===== src/rtl/hack_pkg.sv =====
`default_nettype none
// ============================================================================
// Module      : hack_pkg
// Description : Shared definitions for the Hack control sequencer: state
//               encoding, instruction-register field positions, jump-condition
//               bit positions and the reset vector.
// Revision    : 1.0 - initial release
// ============================================================================
package hack_pkg;

    // Value loaded into PC (and the other architectural registers) on reset
    localparam logic [15:0] RESET_VECTOR = 16'h0000;

    // Sequencer state encoding
    localparam logic [2:0] ST_FETCH  = 3'd0;
    localparam logic [2:0] ST_DECODE = 3'd1;
    localparam logic [2:0] ST_MEMRD  = 3'd2;
    localparam logic [2:0] ST_EXEC   = 3'd3;
    localparam logic [2:0] ST_MEMWR  = 3'd4;

    // Instruction-register field positions
    localparam int IR_CI   = 15;  // 1 = C-instruction, 0 = A-instruction
    localparam int IR_A    = 12;  // ALU y operand select: 1 = M, 0 = A
    localparam int IR_C_HI = 11;  // c[5] = zx
    localparam int IR_C_LO = 6;   // c[0] = no
    localparam int IR_D1   = 5;   // destination A
    localparam int IR_D2   = 4;   // destination D
    localparam int IR_D3   = 3;   // destination M
    localparam int IR_J_HI = 2;
    localparam int IR_J_LO = 0;

    // Bit positions inside the 3-bit jump field
    localparam int JB_LT = 2;     // jump if negative
    localparam int JB_EQ = 1;     // jump if zero
    localparam int JB_GT = 0;     // jump if strictly positive

endpackage
`default_nettype wire


===== src/rtl/hack_jump_eval.sv =====
`default_nettype none
// ============================================================================
// Module      : hack_jump_eval
// Description : Combinational jump-condition evaluator. Decides whether a
//               C-instruction jump is taken from its j field and the ALU flags.
// Ports       : j[2:0] - jump field (lt, eq, gt)
//               zr     - ALU result is zero
//               ng     - ALU result is negative
//               take   - jump is taken
// Revision    : 1.0 - initial release
// ============================================================================
module hack_jump_eval
    import hack_pkg::*;
(
    input  logic [2:0] j,
    input  logic       zr,
    input  logic       ng,
    output logic       take
);

    // A result is "positive" only when it is neither zero nor negative
    assign take = (j[JB_LT] & ng)
                | (j[JB_EQ] & zr)
                | (j[JB_GT] & ~(ng | zr));

endmodule
`default_nettype wire


===== src/rtl/hack_sequencer.sv =====
`default_nettype none
// ============================================================================
// Module      : hack_sequencer
// Description : Multi-cycle Hack CPU control sequencer. Fetches and decodes
//               16-bit Hack instructions, performs optional data-memory read
//               and write handshakes, drives the six ALU control bits and owns
//               the A, D and PC registers.
// Ports       : clk, rst (async, active high)
//               imem_*      - instruction fetch handshake (addr = PC)
//               dmem_*      - data memory handshake (addr = A)
//               alu_x/alu_y - ALU operands (D, and A or latched M)
//               alu_zx..no  - ALU control bits IR[11:6]
//               alu_out/zr/ng - ALU result and flags
//               pc          - current PC for debug
//               retired_cnt - retired-instruction counter (HACK_SEQ_PERF_EN)
// Config      : define HACK_SEQ_PERF_EN to add the retired_cnt output.
// Revision    : 1.0 - initial release
// ============================================================================
module hack_sequencer
    import hack_pkg::*;
#(
    parameter int DW = 16
) (
    input  logic          clk,
    input  logic          rst,
    output logic          imem_req,
    output logic [DW-1:0] imem_addr,
    input  logic [DW-1:0] imem_rdata,
    input  logic          imem_ack,
    output logic          dmem_req,
    output logic          dmem_we,
    output logic [DW-1:0] dmem_addr,
    output logic [DW-1:0] dmem_wdata,
    input  logic [DW-1:0] dmem_rdata,
    input  logic          dmem_ack,
    output logic [DW-1:0] alu_x,
    output logic [DW-1:0] alu_y,
    output logic          alu_zx,
    output logic          alu_nx,
    output logic          alu_zy,
    output logic          alu_ny,
    output logic          alu_f,
    output logic          alu_no,
    input  logic [DW-1:0] alu_out,
    input  logic          alu_zr,
    input  logic          alu_ng,
    output logic [DW-1:0] pc
`ifdef HACK_SEQ_PERF_EN
    ,
    output logic [31:0]   retired_cnt
`endif
);

    localparam logic [DW-1:0] PC_STEP = DW'(1);
    localparam logic [DW-1:0] RST_VAL = DW'(RESET_VECTOR);

    logic [2:0]    state_q, state_d;
    logic [DW-1:0] pc_q,    pc_d;
    logic [DW-1:0] areg_q,  areg_d;
    logic [DW-1:0] dreg_q,  dreg_d;
    logic [DW-1:0] ir_q,    ir_d;
    logic [DW-1:0] m_q,     m_d;
    logic [DW-1:0] r_q,     r_d;
    logic          jmp_q,   jmp_d;   // jump decision carried from EXEC into MEMWR

    logic          w_take_now;
    logic          w_take;
    logic [DW-1:0] w_result;
    logic          w_retire_a;
    logic          w_retire_c;
    logic          w_retire;
    logic          w_unused_ir;

    hack_jump_eval u_jump_eval (
        .j    (ir_q[IR_J_HI:IR_J_LO]),
        .zr   (alu_zr),
        .ng   (alu_ng),
        .take (w_take_now)
    );

    always_comb begin
        state_d    = state_q;
        pc_d       = pc_q;
        areg_d     = areg_q;
        dreg_d     = dreg_q;
        ir_d       = ir_q;
        m_d        = m_q;
        r_d        = r_q;
        jmp_d      = jmp_q;
        w_retire_a = 1'b0;
        w_retire_c = 1'b0;
        // Outside EXEC a C-instruction retires from the latched R / jump flag
        w_result   = r_q;
        w_take     = jmp_q;

        case (state_q)
            ST_FETCH: begin
                if (imem_ack) begin
                    ir_d    = imem_rdata;
                    state_d = ST_DECODE;
                end
            end
            ST_DECODE: begin
                if (!ir_q[IR_CI]) begin
                    w_retire_a = 1'b1;
                end else if (ir_q[IR_A]) begin
                    state_d = ST_MEMRD;
                end else begin
                    state_d = ST_EXEC;
                end
            end
            ST_MEMRD: begin
                if (dmem_ack) begin
                    m_d     = dmem_rdata;
                    state_d = ST_EXEC;
                end
            end
            ST_EXEC: begin
                r_d   = alu_out;
                jmp_d = w_take_now;
                if (ir_q[IR_D3]) begin
                    state_d = ST_MEMWR;
                end else begin
                    // Retiring on the EXEC edge: R is not yet visible, so use
                    // the live ALU result and jump decision directly.
                    w_retire_c = 1'b1;
                    w_result   = alu_out;
                    w_take     = w_take_now;
                end
            end
            ST_MEMWR: begin
                if (dmem_ack) begin
                    w_retire_c = 1'b1;
                end
            end
            default: begin
                state_d = ST_FETCH;
            end
        endcase

        if (w_retire_a) begin
            areg_d = ir_q;
            pc_d   = pc_q + PC_STEP;
        end

        // A is still the pre-instruction value here, so it is the jump target
        if (w_retire_c) begin
            if (ir_q[IR_D1]) begin
                areg_d = w_result;
            end
            if (ir_q[IR_D2]) begin
                dreg_d = w_result;
            end
            pc_d = w_take ? areg_q : (pc_q + PC_STEP);
        end

        if (w_retire) begin
            state_d = ST_FETCH;
        end
    end

    assign w_retire = w_retire_a | w_retire_c;

    always_ff @(posedge clk or posedge rst) begin
        if (rst) begin
            state_q <= ST_FETCH;
            pc_q    <= RST_VAL;
            areg_q  <= '0;
            dreg_q  <= '0;
            ir_q    <= '0;
            m_q     <= '0;
            r_q     <= '0;
            jmp_q   <= 1'b0;
        end else begin
            state_q <= state_d;
            pc_q    <= pc_d;
            areg_q  <= areg_d;
            dreg_q  <= dreg_d;
            ir_q    <= ir_d;
            m_q     <= m_d;
            r_q     <= r_d;
            jmp_q   <= jmp_d;
        end
    end

    // Requests are decoded from state; rst masks them so they drop the
    // instant reset is asserted, even though the reset state is FETCH.
    assign imem_req   = ~rst & (state_q == ST_FETCH);
    assign dmem_req   = ~rst & ((state_q == ST_MEMRD) | (state_q == ST_MEMWR));
    assign dmem_we    = ~rst & (state_q == ST_MEMWR);
    assign imem_addr  = pc_q;
    assign dmem_addr  = areg_q;
    assign dmem_wdata = r_q;
    assign pc         = pc_q;

    assign alu_x  = dreg_q;
    assign alu_y  = ir_q[IR_A] ? m_q : areg_q;
    assign alu_zx = ir_q[IR_C_HI];
    assign alu_nx = ir_q[IR_C_HI-1];
    assign alu_zy = ir_q[IR_C_HI-2];
    assign alu_ny = ir_q[IR_C_HI-3];
    assign alu_f  = ir_q[IR_C_HI-4];
    assign alu_no = ir_q[IR_C_LO];

    // IR[14:13] carry no meaning in the Hack encoding
    assign w_unused_ir = ^ir_q[14:13];

`ifdef HACK_SEQ_PERF_EN
    logic [31:0] retired_cnt_q, retired_cnt_d;

    always_comb begin
        retired_cnt_d = retired_cnt_q;
        if (w_retire) begin
            retired_cnt_d = retired_cnt_q + 32'd1;
        end
    end

    always_ff @(posedge clk or posedge rst) begin
        if (rst) begin
            retired_cnt_q <= 32'd0;
        end else begin
            retired_cnt_q <= retired_cnt_d;
        end
    end

    assign retired_cnt = retired_cnt_q;
`endif

endmodule
`default_nettype wire


===== config.mk =====
export PLATFORM = sky130hd
export DESIGN_NAME = hack_sequencer
export DESIGN_NICKNAME = d
export VERILOG_FILES = /design/src/rtl/hack_pkg.sv /design/src/rtl/hack_jump_eval.sv /design/src/rtl/hack_sequencer.sv
export SDC_FILE = /design/constraint.sdc
export NUM_CORES = 1
export LEC_CHECK = 0
export ABC_AREA = 1
export CORE_UTILIZATION = 43
export DETAILED_ROUTE_END_ITERATION = 12
export PLACE_DENSITY = 0.89
export RECOVER_POWER = 100
export SLEW_MARGIN = 10
export SYNTH_ARGS = -nofsm -noshare
export SYNTH_HDL_FRONTEND = slang
export SYNTH_SLANG_ARGS = --single-unit

===== constraint.sdc =====
create_clock -name clk -period 3.3 [get_ports clk]
set_input_delay 0.825 -clock clk [delete_from_list [all_inputs] [get_ports clk]]
set_output_delay 0.825 -clock clk [all_outputs]
set_load 0.005 [all_outputs]

-- After elaboration in Yosys (flattened, before gate mapping)
Index checks and enable logic that the tools add are counted.
- bits in read-only memories: 0
- latch bits: 0
- memories kept: 0
- flip-flop bits (word level): 100
- word-level logic and storage cells: 60
- RAM bits: 0
- output and inout port bits: 105
- bitwise operators: 13
- $mul: 0
- muxes and demuxes: 23
- add/subtract/negate cells: 1
- reductions and logical operators: 6
- shifts and indexed selects: 0
- magnitude comparators: 0
- eq/ne operators: 9
- divide/modulo/power cells: 0
- operators by type and width (kind ; count):
    two-way mux 16 bit ; 9
    adder 16 x 1 -> 16 bit, second input constant ; 1
    two-way mux 3 bit ; 5
    case mux 3 bit (5 select lines) ; 1
    != test 3 bit, second input constant ; 4
    two-way mux 1 bit ; 7
    AND 1 bit ; 6
    equality test 3 x 2 -> 1 bit, second input constant ; 2
    AND reduction 2 bit ; 3
    bitwise OR 1 bit ; 5
    AND reduction 5 bit ; 1
    equality test 3 x 1 -> 1 bit, second input constant ; 1
    equality test 3 bit, second input constant ; 1
    logical NOT 3 bit ; 1
    != test 2 bit, second input constant ; 1
    inverter 1 bit ; 2
    case mux 1 bit (2 select lines) ; 1
    nonzero test 2 bit ; 1

-- Longest topological paths before layout
Gate-level depths: netlist of the first run.
- depth after elaboration: 8
- gate-level depth with buffers: 11
- gate-level depth less buffers: 11

-- Cells and area by module
From an unflattened synthesis of the first run, not the netlist that was laid out.
- cell total of the unflattened synthesis: 628
- area total of the unflattened synthesis: 5137.4 um2
- modules (own cells, without submodules) (module ; instances ; seq. area each (um2) ; cells each ; area each (um2)):
    hack_sequencer ; 1 ; 2502.4 ; 621 ; 5111.2
    hack_jump_eval ; 1 ; 0.0 ; 7 ; 26.3

-- Worst setup path after synthesis of the first run
OpenSTA, ideal clock, no wires.
- path kind: input to output
- start: input rst
- end: output imem_req
- data arrival time: 1017 ps
- slack: 1458 ps
- stages: 1
- cells stage by stage: nor3_1
- cells in the longest elaborated chain, start to end: 2
- ends and longest elaborated chain (element ; RTL line ; RTL):
    start, declared ; hack_sequencer.sv:25 ; input logic rst,
    inverter 1 bit ; hack_sequencer.sv:188 ; assign imem_req = ~rst & (state_q == ST_FETCH);
    AND 1 bit ; hack_sequencer.sv:188 ;
    end, declared ; hack_sequencer.sv:26 ; output logic imem_req,
No other way between the ends.

-- Final worst setup path of the first run
- start: register ir_q[12]
- end: output alu_y[6]
- cells in the longest elaborated chain, start to end: 1
- ends and longest elaborated chain (element ; RTL line ; RTL):
    start, declared ; hack_sequencer.sv:61 ; logic [DW-1:0] ir_q, ir_d;
    start signal, assigned ; hack_sequencer.sv:179 ; ir_q <= ir_d;
    two-way mux 16 bit ; hack_sequencer.sv:197 ; assign alu_y = ir_q[IR_A] ? m_q : areg_q;
    end, declared ; hack_sequencer.sv:37 ; output logic [DW-1:0] alu_y,
No other way between the ends.

==> results.cfg, run 1 <==
[logic_synthesis]
synthFlopType = dfrtp_1
synth_cells = 648
syn_nets = 703
avgSynthCellArea_um2 = 7.96
synth_cell_type_count = 32
yosys_warnings = 0
synth_edf_count = 0
ys_ff_latch = 100
async_flop_share_pct = 100
synth_area_um2 = 5160
ys_seq_area_share_pct = 48.5

[critical_path]
cp_data_arrival_time_ns = 2.25
setup.worst_path.start_class = flop
crit_required_ns = 2.47
end_kind = output pin
path_class = reg -> out
critPathMaxFanout = 35
worst_r2r_path_depth = 8

[clock_network]
cts_tree = built
post_cts_buffers = 0
clk_latency_ns = 0.34
cts-resized-gates = 0
ctsHoldBuffers = 0
cts_buffer_depth = 2
cts_sinks = 100
cts_htree_levels = 3
root_buffer = clkbuf_16
cts_made_buffers = 9
path_clk_slew_ns = 0.07

[drt]
dr.pass1.iters = 9
num_vias = 4594
drt_iter0_markers = 289
antenna_left = 0
wirelength_um = 13100
drc_errors = 11
vias_per_cell = 4.95
routedWlPerCell_um = 14.1

[power_and_ir_drop]
peakVddDrop_mv = 0.460
p_leak_nw = 3.45
powerDensity_nw_per_um2 = 900

[floorplanning]
die_h_um = 112
die_area_um2 = 12400
io_pins = 159
die_w_um = 112
rows = 39
core_um2 = 11600
initial_utilization_pct = 44.6

[sta]
finalMaxSlewViolations = 0
hold_viol_final = 0
min_period_over_period_pct = 93.2
finalWorstSetupSlack_ns = 0.224
slew_headroom_pct = 15.4
setup_viol = 0
whs_ns = 0.466
fmax_mhz = 325
rsz0062_at_grt = no
tns_ns = 0
worst_pin_slew_ns = 1.27
min_period_ns = 3.08
fin_skew_ns = 0.00988

[flow_run]
cap_viol_max_count = 0

[place]
gp_congestion = 0.858
hpwl_um = 9820
pre_cts_ws_ns = 0.363
port_buffers = 158

[grt]
grt_remaining_overflow = 0
met2_usage_pct = 36.9
met1_usage_pct = 29.3
gr-usage-all-layers_pct = 22.3
antenna_found_initial = 0
grt_pass1_wl_um = 22000
first_global_vias = 4469
grtUsageMet3_pct = 5.28
top_usage_layer = met2
grt_max_degree = 42

[status]
status = finished with violations
violations = design-rule violations

[final_layout]
syn_to_final_growth_pct = 34.9
layout-drive-gt1-share_pct = 5.35
fillers = 1025
antenna_cells = 0
fin_nets = 835

[min_path]
min_path_type = reg -> reg
holdPathStages = 2
==> registers in the layout (all words and copies together), names as in the netlist <==
name	cells
alu_x	16
m_q	16
jmp_q	1
state_q	3
dmem_addr	16
imem_addr	16
dmem_wdata	16
ir_q	16
==> where the power goes <==
group,switching (mW),leakage [nW],internal [mW]
clock,0.464,0.145,0.596
combinational,1.47,2.09,1.43
sequential,0.493,1.22,1.81
==> placed cells by master (no fill, tap or decap), drive strengths merged <==
cell type,count
buf,1
mux2,23
clkinvlp,2
ha,1
bufinv,1
inv,71
dlygate4sd3,108
clkinv,3
nand3,40
xor2,6
nor4,1
clkdlybuf4s50,50
clkbuf,14
nand2,220
nand3b,1
dfrtp,100
o211ai,1
nor2,33
nand4,2
o21ai,89
a21oi,14
nor3,3
a22oi,1
==> final timing paths <==
check | startpoint | end | slack [ns]
max | ir_q[12] | alu_y[6] | 0.22
min | alu_x[4] | alu_x[4] | 0.47
max reg2reg | state_q[2] | imem_addr[1] | 0.61
min reg2reg | alu_x[4] | alu_x[4] | 0.47
max in group asynchronous | rst | alu_x[9] | 0.51
min in group asynchronous | rst | m_q[15] | 1.27
==> area by class of cell <==
class                           count  area (um2)  area share, %
Timing Repair Buffer              163        1610           23.1
Clock inverter                      6        71.3           1.02
Multi-Input combinational cell    435        2100           30.1
Tap cell                          143         179           2.57
Inverter                           71         273           3.92
Clock buffer                       10         229           3.29
Sequential cell                   100        2500           36.0
==> critical path, stage by stage (launching register included) <==
cell	delay [ns]
dfrtp_1	1.00
o21ai_0	0.27
dlygate4sd3_1	0.64
==> Yosys cell counts, types with 2 or more instances <==
| library cell | instances | area share, % |
|---|---|---|
| xor2_1 | 6 | 1.0 |
| a21oi_1 | 14 | 1.4 |
| mux2_2 | 13 | 2.8 |
| nand2_2 | 3 | 0.36 |
| mux2_1 | 10 | 2.2 |
| buf_4 | 20 | 2.9 |
| dfrtp_1 | 100 | 49 |
| o21ai_0 | 85 | 8.2 |
| nor3_1 | 3 | 0.29 |
| buf_2 | 4 | 0.39 |
| o21ai_1 | 4 | 0.39 |
| inv_1 | 65 | 4.7 |
| nand2_4 | 3 | 0.65 |
| inv_2 | 4 | 0.29 |
| nor2_1 | 30 | 2.2 |
| clkbuf_1 | 15 | 1.1 |
| nand3_2 | 2 | 0.39 |
| buf_6 | 3 | 0.65 |
| nand3_1 | 38 | 3.7 |
| nand2_1 | 214 | 16 |
==> cells by family (layout without fill, tap and decap cells) <==
kind of cell | count (synthesis) | in the layout | synth area share (%)
mux | 23 | 23 | 5.02
compound gates | 105 | 105 | 10.3
fa+ha+maj | 1 | 1 | 0.243
xor+xnor | 6 | 6 | 1.02
simple gates | 300 | 300 | 24.6
buf+inv | 113 | 250 | 10.3
flops | 100 | 100 | 48.5
==> through the flow <==
| stage | cell area [um2] | cells | power (mW) | utilization, % |
|---|---|---|---|---|
| after global routing | 6960 | 928 | 6.81 | 60.2 |
| after detailed placement | 6730 | 912 | 5.52 | 58.2 |
| after floorplan | 5160 | 648 | 3.90 | - |
| after global placement | 6730 | 912 | 5.42 | 58.2 |
| final | 6960 | 928 | 6.26 | 60.2 |
| after CTS | 7030 | 928 | 6.61 | 60.7 |
==> layer usage <==
metal | up-vias | wire length, um
met1 | 2119 | 5720
met2 | 149 | 6340
met3 | 20 | 819
met4 | 0 | 221
met5 | - | 0
li1 | 2306 | -
Power figures use the tool's default switching activity.
==> run 2, diff against run 1 <==
--- a/config.mk
+++ b/config.mk
@@ -6,9 +6,9 @@
 export NUM_CORES = 1
 export LEC_CHECK = 0
 export ABC_AREA = 1
-export CORE_UTILIZATION = 43
+export CORE_UTILIZATION = 30
 export DETAILED_ROUTE_END_ITERATION = 12
-export PLACE_DENSITY = 0.89
+export PLACE_DENSITY = 0.7
 export RECOVER_POWER = 100
 export SLEW_MARGIN = 10
 export SYNTH_ARGS = -nofsm -noshare
==> run 2 against run 1 <==
Effect of this change: the flow now finishes without violations; sequential share of layout area down 0.28 points; clock power down 7%; global-route usage down 5.8 points; sequential power about the same; cell count up 8.3%; hold slack worse by 0.00054 ns; non-clock buffer count up 1; utilization down 18 points; setup slack better by 0.054 ns; via count down 0.37%; sequential cell count unchanged; routed wire length up 8.6%; largest cell class unchanged.
==> results.cfg, run 2 (same netlist as run 1, synthesis figures left out) <==
[status]
status = complete, no violations

[drt]
drc_errors = 0
num_vias = 4577
vias_per_cell = 4.55
dr.pass1.iters = 5
drt_iter0_markers = 304
wirelength_um = 14200
routedWlPerCell_um = 14.2
antenna_left = 0

[place]
port_buffers = 158
hpwl_um = 10300
gp_congestion = 0.803
pre_cts_ws_ns = 0.429
placed_area_um2 = 6820

[power_and_ir_drop]
p_clk_share_pct = 15.9
p_leak_nw = 3.43
p_comb_share_pct = 47.1
switching_share_pct = 39.1
seqPwrFrac_pct = 37.0
intPower_mw = 3.78
peakVddDrop_mv = 0.416
p_switching_mw = 2.43
powerDensity_nw_per_um2 = 886

[critical_path]
end_kind = output pin
crit_required_ns = 2.47
path_class = in -> out
critPathMaxFanout = 4
setup.worst_path.start_class = input pin
r2r_start = state_q[2]
crit_start = rst
cp_data_arrival_time_ns = 2.20

[clock_network]
cts_sinks = 100
cts_htree_levels = 3
post_cts_buffers = 0
cts_buffer_depth = 2
cts-resized-gates = 0
cts_made_buffers = 9
root_buffer = clkbuf_16
clk_latency_ns = 0.35
path_clk_slew_ns = 0.06
cts_tree = built
ctsHoldBuffers = 0

[sta]
finalWorstSetupSlack_ns = 0.278
fmax_mhz = 331
worst_pin_slew_ns = 1.42
min_period_over_period_pct = 91.6
finalMaxSlewViolations = 0
min_period_ns = 3.02
tns_ns = 0
hold_viol_final = 0
rsz0062_at_grt = no
fin_skew_ns = 0.00705
setup_viol = 0
slew_headroom_pct = 5.46
whs_ns = 0.465

[floorplanning]
rows = 47
core_um2 = 16700
io_pins = 159
die_h_um = 133
die_w_um = 133
initial_utilization_pct = 30.9
die_area_um2 = 17700

[grt]
antenna_found_initial = 0
first_global_vias = 4257
gr-usage-all-layers_pct = 16.5
grt_max_degree = 101
grt_pass1_wl_um = 22600
grt_remaining_overflow = 0

[final_layout]
final_common_cell = nand2_1
fillers = 1702
multi_input_area_um2 = 2070
syn_to_final_growth_pct = 35.9
layout-drive-gt1-share_pct = 5.48
fin_nets = 836
regArea_um2 = 2500
most-common-layout-cells = nand2_1, dlygate4sd3_1, dfrtp_1
antenna_cells = 0
fin_area_um2 = 7010

[min_path]
min_path_type = reg -> reg
hold_start = alu_x[13]

[flow_run]
cap_viol_max_count = 0
## run 2: cell count changes in the layout (fill, tap and decap cells not counted), moves of 2 or more
cell,before,now
clkinv_2,1,4
dlygate4sd3_1,108,106
clkdlybuf4s50_1,50,52
o21ai_0,89,87
buf_4,1,3
o21ai_1,0,2
clkbuf_2,2,0
## run 2: worst paths after layout
path                                 to  slack [ns]  depth (start not counted)
min in group asynchronous       m_q[13]        1.47                          3
max in group asynchronous      ir_q[10]        0.86                          3
max reg2reg                imem_addr[0]        0.46                         10
min reg2reg                   alu_x[13]        0.47                          2
min                           alu_x[13]        0.47                          2
max                            imem_req        0.28                          3
## run 2: layout make-up
type / instances / share of cell area [%]
inverter: 71 / 3.93
clock buffer: 10 / 3.41
clock inverter: 5 / 0.410
sequential: 100 / 35.7
timing repair buffer: 164 / 23.1
tap: 220 / 3.93
multi-input combinational: 435 / 29.6
## run 2: routing by layer
metal	vias to the layer above	GRT usage [%]	part of all wire, %	wire (um)
li1	2301	-	-	-
met1	2124	21.7	45	6470
met2	140	26.4	46	6560
met3	12	4.53	7.3	1040
met4	0	5.11	1.1	161
met5	-	0	0	0
## run 2: power by group through the flow
stage,Sequential (mW),Combinational [mW],Clock [mW]
after CTS,2.33,3.25,1.02
after global placement,2.33,3.19,0
final,2.30,2.93,0.989
after global routing,2.40,3.30,1.07
after detailed placement,2.35,3.24,0
after floorplan,2.22,1.68,0
## run 2: stage by stage
stage	cells	util [%]	total power, mW
after floorplan	648	-	3.90
after global placement	990	40.8	5.52
after detailed placement	990	40.8	5.59
after CTS	1005	42.4	6.61
after global routing	1005	42.0	6.77
final	1005	42.0	6.21
## run 2: worst max-delay path, cell delays in order
cell and delay (ns):
dlygate4sd3_1 0.61, nor3_1 0.18, dlygate4sd3_1 0.58
==> run 3, diff against run 2 <==
--- a/config.mk
+++ b/config.mk
@@ -6,6 +6,7 @@
 export NUM_CORES = 1
 export LEC_CHECK = 0
 export ABC_AREA = 1
+export CORE_MARGIN = 8
 export CORE_UTILIZATION = 30
 export DETAILED_ROUTE_END_ITERATION = 12
 export PLACE_DENSITY = 0.7
==> run 3 against run 2 <==
Effect of this change: combinational power grew 1%; fmax shrank 0.69%; sequential cell count is the same; highest routed layer is now met5; final area grew 0.73%.
==> results.cfg, run 3 (same netlist as run 1, synthesis figures left out) <==
[drt]
antenna_left = 0
vias_per_cell = 4.54
routedWlPerCell_um = 15.3
dr.pass1.iters = 5
drt_iter0_markers = 230
num_vias = 4585
drc_errors = 0
wirelength_um = 15500

[min_path]
min_path_type = reg -> reg

[grt]
grt_max_degree = 101
gr-usage-all-layers_pct = 14.5
first_global_vias = 4677
grt_pass1_wl_um = 25300
grt_remaining_overflow = 0
antenna_found_initial = 1

[critical_path]
crit_required_ns = 2.47
critPathMaxFanout = 4
crit_chain = dlygate4sd3_1 -> nor3_1 -> dlygate4sd3_1
end_kind = output pin
max_stage_delay_ns = 0.61
cp_top_family = buffers and inverters
critical-path-slowest-cell = dlygate4sd3_1
setup.worst_path.start_class = input pin
cp_num_buf_inv = 2
path_common_cell = dlygate4sd3_1
path_class = in -> out
rrSetupSlack_ns = 0.45
cp_data_arrival_time_ns = 2.22

[clock_network]
cts_sinks = 100
clk_latency_ns = 0.35
cts_tree = built
cts_made_buffers = 9
cts_htree_levels = 3
cts_buffer_depth = 2
root_buffer = clkbuf_16
post_cts_buffers = 0
cts-resized-gates = 0
path_clk_slew_ns = 0.06
ctsHoldBuffers = 0

[final_layout]
most-common-layout-cells = nand2_1, dlygate4sd3_1, dfrtp_1
fin_nets = 835
fillers = 1734
layout-drive-gt1-share_pct = 5.35
final_common_cell = nand2_1
antenna_cells = 0
syn_to_final_growth_pct = 36.9

[floorplanning]
die_h_um = 147
die_area_um2 = 21600
die_w_um = 147
rows = 48
io_pins = 159
initial_utilization_pct = 30.2
core_um2 = 17100

[flow_run]
cap_viol_max_count = 0

[place]
port_buffers = 158
gp_congestion = 0.820
hpwl_um = 11600

[power_and_ir_drop]
p_total_mw = 6.42
peakVddDrop_mv = 0.361
p_leak_nw = 3.44
powerDensity_nw_per_um2 = 908

[sta]
slew_headroom_pct = 6.01
worst_pin_slew_ns = 1.41
min_period_ns = 3.04
fin_skew_ns = 0.00670
min_period_over_period_pct = 92.2
setup_viol = 0
hold_viol_final = 0
fmax_mhz = 329
finalMaxSlewViolations = 0
tns_ns = 0
whs_ns = 0.466
rsz0062_at_grt = no

[status]
status = complete, no violations
[run 3: cell count changes in the layout (fill, tap and decap cells not counted), sizes merged]
cell           change
clkinv             -3
bufinv             +2
clkinvlp           +2
buf                -1
clkdlybuf4s50      -1
dlygate4sd3        +1
[run 3: area by class of cell]
type,instances,area (um2),area share [%]
timing repair buffer,163,1610,22.8
inverter,71,275,3.90
sequential,100,2500,35.4
clock buffer,10,229,3.24
multi-input combinational,435,2070,29.4
tap,225,282,3.99
clock inverter,6,88.8,1.26
[run 3: per-layer routing]
layer | vias up | share of wire (%) | track usage, %
li1 | 2298 | - | -
met1 | 2133 | 44 | 17.9
met2 | 138 | 47 | 23.5
met3 | 14 | 8.2 | 5.04
met4 | 2 | 1.1 | 4.44
met5 | - | 0.084 | 0
[run 3: where the power goes]
part | internal, mW | switching (mW)
clock | 0.665 | 0.482
sequential | 1.81 | 0.487
combinational | 1.44 | 1.53
[run 3: stage by stage]
step           utilization, %  std cells  instance area [um2]  setup WS [ns]
6_report                 41.4       1010                 7060          0.257
5_1_grt                  41.4       1010                 7060         0.0650
4_1_cts                  41.8       1010                 7130          0.307
3_5_place_dp             40.0        994                 6820          0.401
3_3_place_gp             40.0        994                 6820          0.421
2_1_floorplan               -        648                 5160           1.29
[run 3: worst min-delay path: cells and delay by family (launching register included)]
kind	cells	cell delay (ns)
DFF	1	0.34
and+or+nand+nor	2	0.09
[run 3: worst paths after layout]
kind	cells after the start	end	startpoint
setup / recovery	3	imem_req	rst
hold / removal	2	alu_x[6]	alu_x[6]
hold reg to reg	2	alu_x[6]	alu_x[6]
min in group asynchronous	3	ir_q[11]	rst
max in group asynchronous	3	m_q[6]	rst
setup reg to reg	9	alu_x[5]	state_q[2]
